==> src/rtl/seq_multiplier_core.sv <==
// Sequential add-shift multiplier: WIDTH x WIDTH -> 2*WIDTH product held in {A,B},
// with X as sign extension (signed mode) or carry (unsigned mode).
module seq_multiplier_core #(
    parameter int WIDTH = 8
) (
    input  logic               Clk,
    input  logic               Reset,
    input  logic               ClearA_LoadB,
    input  logic               Start,
    input  logic               Signed_Mode,
    input  logic [WIDTH-1:0]   Din,
    output logic [WIDTH-1:0]   A_out,
    output logic [WIDTH-1:0]   B_out,
    output logic               X_out,
    output logic [2*WIDTH-1:0] Product,
    output logic               Busy,
    output logic               Done
);

    localparam int CNT_W = $clog2(WIDTH);
    localparam logic [CNT_W-1:0] LAST_CNT = CNT_W'(WIDTH - 1);

    typedef enum logic [2:0] {
        ST_IDLE  = 3'd0,
        ST_CLR   = 3'd1,
        ST_ADD   = 3'd2,
        ST_SHIFT = 3'd3,
        ST_HOLD  = 3'd4
    } state_t;

    state_t           state_r;
    logic [WIDTH-1:0] a_r;
    logic [WIDTH-1:0] b_r;
    logic [WIDTH-1:0] s_r;
    logic             x_r;
    logic             mode_r;
    logic             busy_r;
    logic             done_r;
    logic [CNT_W-1:0] count_r;

    logic [WIDTH:0]   sum_s;
    logic             sub_s;
    logic             fill_s;

    // Extend an operand to WIDTH+1 bits: sign-extend when sgn is set, zero-extend otherwise.
    function automatic logic [WIDTH:0] ext_op(input logic [WIDTH-1:0] v, input logic sgn);
        return {sgn & v[WIDTH-1], v};
    endfunction

    // Partial-product adder; the MSB of a signed multiplier carries negative weight.
    always_comb begin
        sub_s  = 1'b0;
        sum_s  = {(WIDTH+1){1'b0}};
        fill_s = 1'b0;
        sub_s  = mode_r & (count_r == LAST_CNT);
        if (sub_s) begin
            sum_s = ext_op(a_r, mode_r) - ext_op(s_r, mode_r);
        end else begin
            sum_s = ext_op(a_r, mode_r) + ext_op(s_r, mode_r);
        end
        if (mode_r) begin
            fill_s = x_r;
        end else begin
            fill_s = 1'b0;
        end
    end

    // Control FSM and datapath registers; status flags are registered with the state.
    always_ff @(posedge Clk) begin
        if (Reset) begin
            state_r <= ST_IDLE;
            a_r     <= {WIDTH{1'b0}};
            b_r     <= {WIDTH{1'b0}};
            s_r     <= {WIDTH{1'b0}};
            x_r     <= 1'b0;
            mode_r  <= 1'b0;
            count_r <= {CNT_W{1'b0}};
            busy_r  <= 1'b0;
            done_r  <= 1'b0;
        end else begin
            case (state_r)
                ST_IDLE: begin
                    // Load takes precedence; a held Start is acted on once the load is released.
                    if (ClearA_LoadB) begin
                        a_r <= {WIDTH{1'b0}};
                        x_r <= 1'b0;
                        b_r <= Din;
                    end else if (Start) begin
                        state_r <= ST_CLR;
                        busy_r  <= 1'b1;
                        done_r  <= 1'b0;
                    end else begin
                        state_r <= ST_IDLE;
                    end
                end
                ST_CLR: begin
                    a_r     <= {WIDTH{1'b0}};
                    x_r     <= 1'b0;
                    s_r     <= Din;
                    mode_r  <= Signed_Mode;
                    count_r <= {CNT_W{1'b0}};
                    state_r <= ST_ADD;
                end
                ST_ADD: begin
                    if (b_r[0]) begin
                        {x_r, a_r} <= sum_s;
                    end else begin
                        a_r <= a_r;
                        x_r <= x_r;
                    end
                    state_r <= ST_SHIFT;
                end
                ST_SHIFT: begin
                    {x_r, a_r, b_r} <= {fill_s, x_r, a_r, b_r[WIDTH-1:1]};
                    count_r         <= count_r + CNT_W'(1);
                    if (count_r == LAST_CNT) begin
                        state_r <= ST_HOLD;
                        busy_r  <= 1'b0;
                        done_r  <= 1'b1;
                    end else begin
                        state_r <= ST_ADD;
                    end
                end
                ST_HOLD: begin
                    // Leaving HOLD needs Start low, so a held Start never retriggers.
                    if (ClearA_LoadB) begin
                        a_r <= {WIDTH{1'b0}};
                        x_r <= 1'b0;
                        b_r <= Din;
                    end else if (!Start) begin
                        state_r <= ST_IDLE;
                        done_r  <= 1'b0;
                    end else begin
                        state_r <= ST_HOLD;
                    end
                end
                default: begin
                    state_r <= ST_IDLE;
                    busy_r  <= 1'b0;
                    done_r  <= 1'b0;
                end
            endcase
        end
    end

    assign A_out   = a_r;
    assign B_out   = b_r;
    assign X_out   = x_r;
    assign Product = {a_r, b_r};
    assign Busy    = busy_r;
    assign Done    = done_r;

endmodule

==> config.mk <==
export PLATFORM = sky130hd
export DESIGN_NAME = seq_multiplier_core
export DESIGN_NICKNAME = d
export VERILOG_FILES = /design/src/rtl/seq_multiplier_core.sv
export SDC_FILE = /design/constraint.sdc
export NUM_CORES = 1
export LEC_CHECK = 0
export ABC_AREA = 1
export CAP_MARGIN = 20
export CORE_MARGIN = 4
export CORE_UTILIZATION = 43
export DETAILED_ROUTE_END_ITERATION = 6
export PLACE_DENSITY = 0.72
export SYNTH_ARGS = -nofsm -noshare
export SYNTH_HDL_FRONTEND = slang
export SYNTH_SLANG_ARGS = --single-unit
==> constraint.sdc <==
create_clock -name Clk -period 2.14 [get_ports Clk]
set_input_delay 0.321 -clock Clk [delete_from_list [all_inputs] [get_ports Clk]]
set_output_delay 0.321 -clock Clk [all_outputs]
set_load 0.005 [all_outputs]
==> results.yml, run 1 <==
place:
  port_buffers: 47
  placed_cells: 415
  gp_congestion: 0.904
  pre_cts_slack_ns: -0.107
  hpwl_um: 3950
floorplan:
  die-area_um2: 6260
  core-area_um2: 4820
  num_rows: 25
  io_pins: 48
  die_y_um: 79.1
  start_util_pct: 45.2
  die_x_um: 79.1
drt:
  drtIter0Drc: 88
  num_vias: 2144
  vias_per_cell: 5.02
  drc_errors: 0
  ant_nets: 0
  met2_length_um: 2720
  wl_per_cell_um: 13.1
  routed_wirelength_um: 5580
  met3RoutedLength_um: 280
  wl_met1_um: 2520
  dr.pass1.iters: 4
  maxUsedRoutingLayer: "met4"
logic_synthesis:
  synth_area_um2: 2180
  yosys.area_share.simple_pct: 23.9
  ys_types: 32
  synth_mux_area_share_pct: 0
  yosys_warnings: 0
  synthCells: 315
  ys_ff_latch: 34
  synth_xor_area_share_pct: 2.82
  synth-compound-area-share_pct: 19.7
  synth_top_family_by_area: "simple AND/OR/NAND/NOR gates"
  syn_area_per_cell_um2: 6.91
  ys_seq_area_share_pct: 31.3
  yosys.area_share.adder_pct: 7.25
  synthesis.nets: 340
cts:
  cts-root-buf: "clkbuf_8"
  path_clk_slew_ns: 0.08
  cts_num_sinks: 34
  insertion_delay_ns: 0.29
  htree_levels: 2
  cts_buffers: 5
  cts_tree: "built"
  hold_buffers: 0
  cts_max_path_buffers: 2
setup_path:
  cp_top_family: "adder cells"
  startpoint: "count_r[1]$_SDFFE_PP0P_"
  critPathRequiredTime_ns: 2.37
  r2r_start: "count_r[1]$_SDFFE_PP0P_"
  path_buf_inv: 0
  reg2reg_depth: 12
  cp-start-kind: "flop"
  crit_type: "flop to flop"
  crit_end: "A_out[7]$_SDFFE_PP0P_"
  crit_arrival_ns: 2.36
  crit_slowest_cell: "dfxtp_2"
  r2r_end: "A_out[7]$_SDFFE_PP0P_"
  crit_fanout: 4
  crit_chain: "ha_4 > ha_4 > a21oi_2 > xor2_1 > ha_1 > a21oi_2 > nand2_2 > nand3_1 > nand2_1 > nand2_1 > nand3_1 > a21oi_1"
  crit_path_max_incr_delay_ns: 0.34
  cp_num_cells: 12
  cp-end-kind: "flop"
  r2r_slack_ns: 0.02
sta:
  hold_violations: 0
  worst_slew_pin_slew_ns: 0.524
  period_minus_slack_ns: 2.12
  finalSetupViolations: 0
  clock_skew_ns: 0.00985
  period_share_pct: 99.2
  fmax_mhz: 471
  finalWorstSetupSlack_ns: 0.0164
  rsz0062_at_grt: "yes"
  hold_slack_ns: 0.491
  maxSlewHeadroom_pct: 65.0
  setup_tns_ns: 0
  final_max_slew_viol_count: 0
flow_run:
  drv_cap: 0
pwr:
  combPwrFrac_pct: 50.8
  internal_power_mw: 1.68
  p_clk_share_pct: 20.7
  p_sw_mw: 1.07
  power_density_nw_per_um2: 914
  swShare_pct: 38.9
  irDropWorstVdd_v: 0.000425
  power.leakage_nw: 1.24
  p_seq_share_pct: 28.5
grt:
  grt_pass1_vias: 2046
  antenna_found_initial: 0
  gr-total-overflow: 0
  grt_pass1_wl_um: 8900
  grt_max_degree: 22
  grtUsageTotal_pct: 17.7
finish:
  post-route-util_pct: 62.7
  antenna_cells: 0
  final_common_cell: "nand2_1"
  most-common-layout-cells: "nand2_1, clkdlybuf4s50_1, inv_1, dfxtp_1, o21ai_0"
  areaGrowthSynthToFinish_pct: 38.8
  drive_gt1_share_pct: 22.2
  fill_cells: 443
  layout.nets: 384
  final_cells: 427
min_path:
  hold_path_class: "flop to flop"
run_status:
  status: "finished clean"
-- power groups by stage --
stage,clock network (mW),registers (mW),logic (mW)
final,0.570,0.785,1.40
after global routing,0.611,0.800,1.56
after CTS,0.582,0.780,1.16
after detailed placement,0,0.791,1.10
after global placement,0,0.790,1.07
after floorplan,0,0.787,0.785
-- per-stage QoR --
step,power [mW],cell area (µm²)
3_5_place_dp,1.89,2680
2_1_floorplan,1.57,2210
3_3_place_gp,1.86,2680
6_report,2.76,3020
4_1_cts,2.52,2860
5_1_grt,2.97,3020
-- registers in the layout (all words and copies together) (netlist names) --
signal,flops
A_out,8
B_out,8
s_r,8
count_r,3
state_r,3
Busy,1
Done,1
X_out,1
mode_r,1
-- what timing repair did --
| item | CTS | global route |
|---|---|---|
| setup endpoints to repair | 7 | 7 |
| pin swaps | 8 | 21 |
| setup buffers | 3 | 1 |
| endpoints found under the hold margin | 0 | 0 |
| gates resized for setup | 12 | 41 |
-- cell type report --
class                           instances  area, µm²  share of cell area [%]
Clock buffer                            8        110                    3.65
Tap cell                               67       83.8                    2.78
Sequential cell                        34        683                    22.6
Multi-Input combinational cell        216       1390                    46.1
Timing Repair Buffer                   62        599                    19.9
Inverter                               40        150                    4.97
-- logic make-up after synthesis --
kind of cell / Yosys count
AO/OA/AOI/OAI: 78
flip-flops: 34
buffers and inverters: 65
XOR/XNOR: 7
adder cells (fa/ha/maj): 12
AND/OR/NAND/NOR: 119
-- synth_stat cells --
cell	n	area share (%)
a211oi_1	2	0.69
a211oi_2	2	1.1
a21o_1	1	0.35
a21oi_1	30	6.9
a31oi_1	8	2.3
and2_1	1	0.29
buf_2	3	0.69
buf_4	19	6.6
buf_6	1	0.52
clkbuf_1	2	0.35
dfxtp_1	34	31
fa_1	1	0.92
ha_1	11	6.3
inv_1	37	6.4
inv_2	3	0.52
nand2_1	70	12
nand2_2	1	0.29
nand2_4	1	0.52
nand3_1	14	3.2
nand3_2	1	0.46
nand3b_1	3	1.0
nor2_1	20	3.5
nor2_2	2	0.57
nor2_4	1	0.52
nor3_1	2	0.46
nor3_2	1	0.46
o21ai_0	29	6.7
o21ai_1	2	0.46
o21bai_1	1	0.35
o22ai_1	3	0.86
or2_2	2	0.57
xor2_1	7	2.8
-- how the worst min path moves through the flow --
| stage | start | endpoint | slack [ns] | cells after the start |
|---|---|---|---|---|
| after detailed placement | count_r[1]$_SDFFE_PP0P_ | count_r[1]$_SDFFE_PP0P_ | 0.48 | 2 |
| after global routing | Done$_SDFFE_PP0P_ | Done$_SDFFE_PP0P_ | 0.52 | 2 |
| after CTS | Done$_SDFFE_PP0P_ | Done$_SDFFE_PP0P_ | 0.50 | 2 |
| final | Done$_SDFFE_PP0P_ | Done$_SDFFE_PP0P_ | 0.49 | 2 |
| after floorplan | count_r[0]$_SDFFE_PP0P_ | count_r[0]$_SDFFE_PP0P_ | 0.44 | 1 |
| after global placement | count_r[1]$_SDFFE_PP0P_ | count_r[1]$_SDFFE_PP0P_ | 0.46 | 2 |
-- tightest hold or removal path: cells and delay by family (launching register included) --
kind	cells	cell delay, ns
DFF	1	0.31
and+or+nand+nor	2	0.14
-- per-layer routing --
metal	up-vias	global-route usage [%]
li1	1099	-
met1	979	22.7
met2	59	30.0
met3	7	4.31
met4	0	3.61
met5	-	0
Note: power is estimated with default switching activity, not from simulation.
==> inputs of run 2 (changes only) <==
- CTS_CLUSTER_SIZE: not set -> 40
- TNS_END_PERCENT: not set -> 30
==> results.yml, run 2 (synthesis gave the netlist of run 1 again) <==
run_status:
  status: "finished clean"
floorplan:
  die_y_um: 79.1
  core-area_um2: 4820
  io_pins: 48
  die_x_um: 79.1
  die-area_um2: 6260
  num_rows: 25
  start_util_pct: 45.2
setup_path:
  crit_fanout: 4
  cp_num_cells: 12
  path_buf_inv: 0
  crit_chain: "ha_4 > ha_4 > a21oi_2 > xor2_1 > ha_1 > a21oi_2 > nand2_2 > nand2_1 > nand2_1 > a21oi_1 > o21ai_0 > a21oi_1"
  crit_arrival_ns: 2.36
  critPathRequiredTime_ns: 2.37
  crit_type: "flop to flop"
  reg2reg_depth: 12
  cp-end-kind: "flop"
  cp-start-kind: "flop"
  crit_slowest_cell: "dfxtp_2"
  cp_top_family: "adder cells"
  crit_path_max_incr_delay_ns: 0.34
min_path:
  hold_path_class: "flop to flop"
  whs_path_depth: 2
finish:
  final_common_cell: "nand2_1"
  most-common-layout-cells: "nand2_1, clkdlybuf4s50_1, inv_1, dfxtp_1, o21ai_0"
  areaGrowthSynthToFinish_pct: 37.4
  layout.nets: 384
  drive_gt1_share_pct: 20.6
  final_cells: 427
  antenna_cells: 0
grt:
  gr-total-overflow: 0
  grt_max_degree: 22
  antenna_found_initial: 0
  grt_pass1_wl_um: 8900
  grtUsageTotal_pct: 17.7
  grt_pass1_vias: 2046
cts:
  cts_num_sinks: 34
  path_clk_slew_ns: 0.08
  insertion_delay_ns: 0.29
  cts_buffers: 5
  cts_max_path_buffers: 2
  htree_levels: 2
  cts_tree: "built"
  cts-root-buf: "clkbuf_8"
  hold_buffers: 0
sta:
  clock_skew_ns: 0.00782
  finalSetupViolations: 0
  period_minus_slack_ns: 2.13
  final_max_slew_viol_count: 0
  rsz0062_at_grt: "yes"
  maxSlewHeadroom_pct: 63.9
  period_share_pct: 99.6
  hold_violations: 0
  finalWorstSetupSlack_ns: 0.00839
  worst_slew_pin_slew_ns: 0.540
  fmax_mhz: 469
pwr:
  p_seq_share_pct: 28.8
  power_density_nw_per_um2: 910
  irDropWorstVdd_v: 0.000428
  combPwrFrac_pct: 50.1
  power.leakage_nw: 1.26
  swShare_pct: 38.5
  p_sw_mw: 1.05
  internal_power_mw: 1.67
  p_clk_share_pct: 21.0
place:
  pre_cts_slack_ns: -0.107
  port_buffers: 47
  gp_congestion: 0.904
  placed_cells: 415
  hpwl_um: 3950
drt:
  dr.pass1.iters: 4
  drc_errors: 0
  ant_nets: 0
  num_vias: 2157
  drtIter0Drc: 100
  routed_wirelength_um: 5520
  wl_per_cell_um: 12.9
  vias_per_cell: 5.05
flow_run:
  drv_cap: 0
[run 2: cell type report]
cell class | count | area [µm²]
Clock buffer | 8 | 110
Fill cell | 447 | 1830
Inverter | 40 | 150
Multi-Input combinational cell | 216 | 1360
Sequential cell | 34 | 683
Tap cell | 67 | 83.8
Timing Repair Buffer | 62 | 599
[run 2: timing repair]
item / CTS / global route
hold endpoints to repair: 0 / 0
setup endpoints to repair: 7 / 7
buffers inserted: 3 / 1
cloned: 0 / 0
gates resized for setup: 12 / 33
pin swaps: 8 / 17
[run 2: routing by layer]
layer	part of all wire, %	vias up	global-route usage (%)
li1	-	1099	-
met1	45	988	22.7
met2	48	63	30.0
met3	5.6	7	4.31
met4	1.1	0	3.61
met5	0	-	0
[run 2: final timing paths]
kind	from	end	slack, ns
worst max register to register	count_r[1]$_SDFFE_PP0P_	A_out[5]$_SDFFE_PP0P_	0.008
worst min register to register	Done$_SDFFE_PP0P_	Done$_SDFFE_PP0P_	0.49
worst max-delay path	count_r[1]$_SDFFE_PP0P_	A_out[5]$_SDFFE_PP0P_	0.008
worst min-delay path	Done$_SDFFE_PP0P_	Done$_SDFFE_PP0P_	0.49
[run 2: through the flow]
stage	cell area [µm²]	total power [mW]	setup TNS (ns)	hold WS, ns	util, %
finish	2990	2.72	0	0.491	62.1
global route	2990	2.93	-0.541	0.515	62.1
CTS	2860	2.52	0	0.497	59.4
detailed placement	2680	1.89	-0.347	0.479	55.7
global placement	2680	1.86	-0.0879	0.461	55.7
floorplan	2210	1.57	0	0.444	-
[run 2: power groups by stage]
stage / Combinational [mW] / Clock (mW) / Sequential (mW)
final: 1.36 / 0.573 / 0.784
after global routing: 1.52 / 0.611 / 0.799
after CTS: 1.16 / 0.582 / 0.780
after detailed placement: 1.10 / 0 / 0.791
after global placement: 1.07 / 0 / 0.790
after floorplan: 0.785 / 0 / 0.787
[run 2: worst min-delay path, cell delays in order (launching register included)]
cell and delay, ns:
dfxtp_1 0.31, nor2_1 0.09, nor2_1 0.05
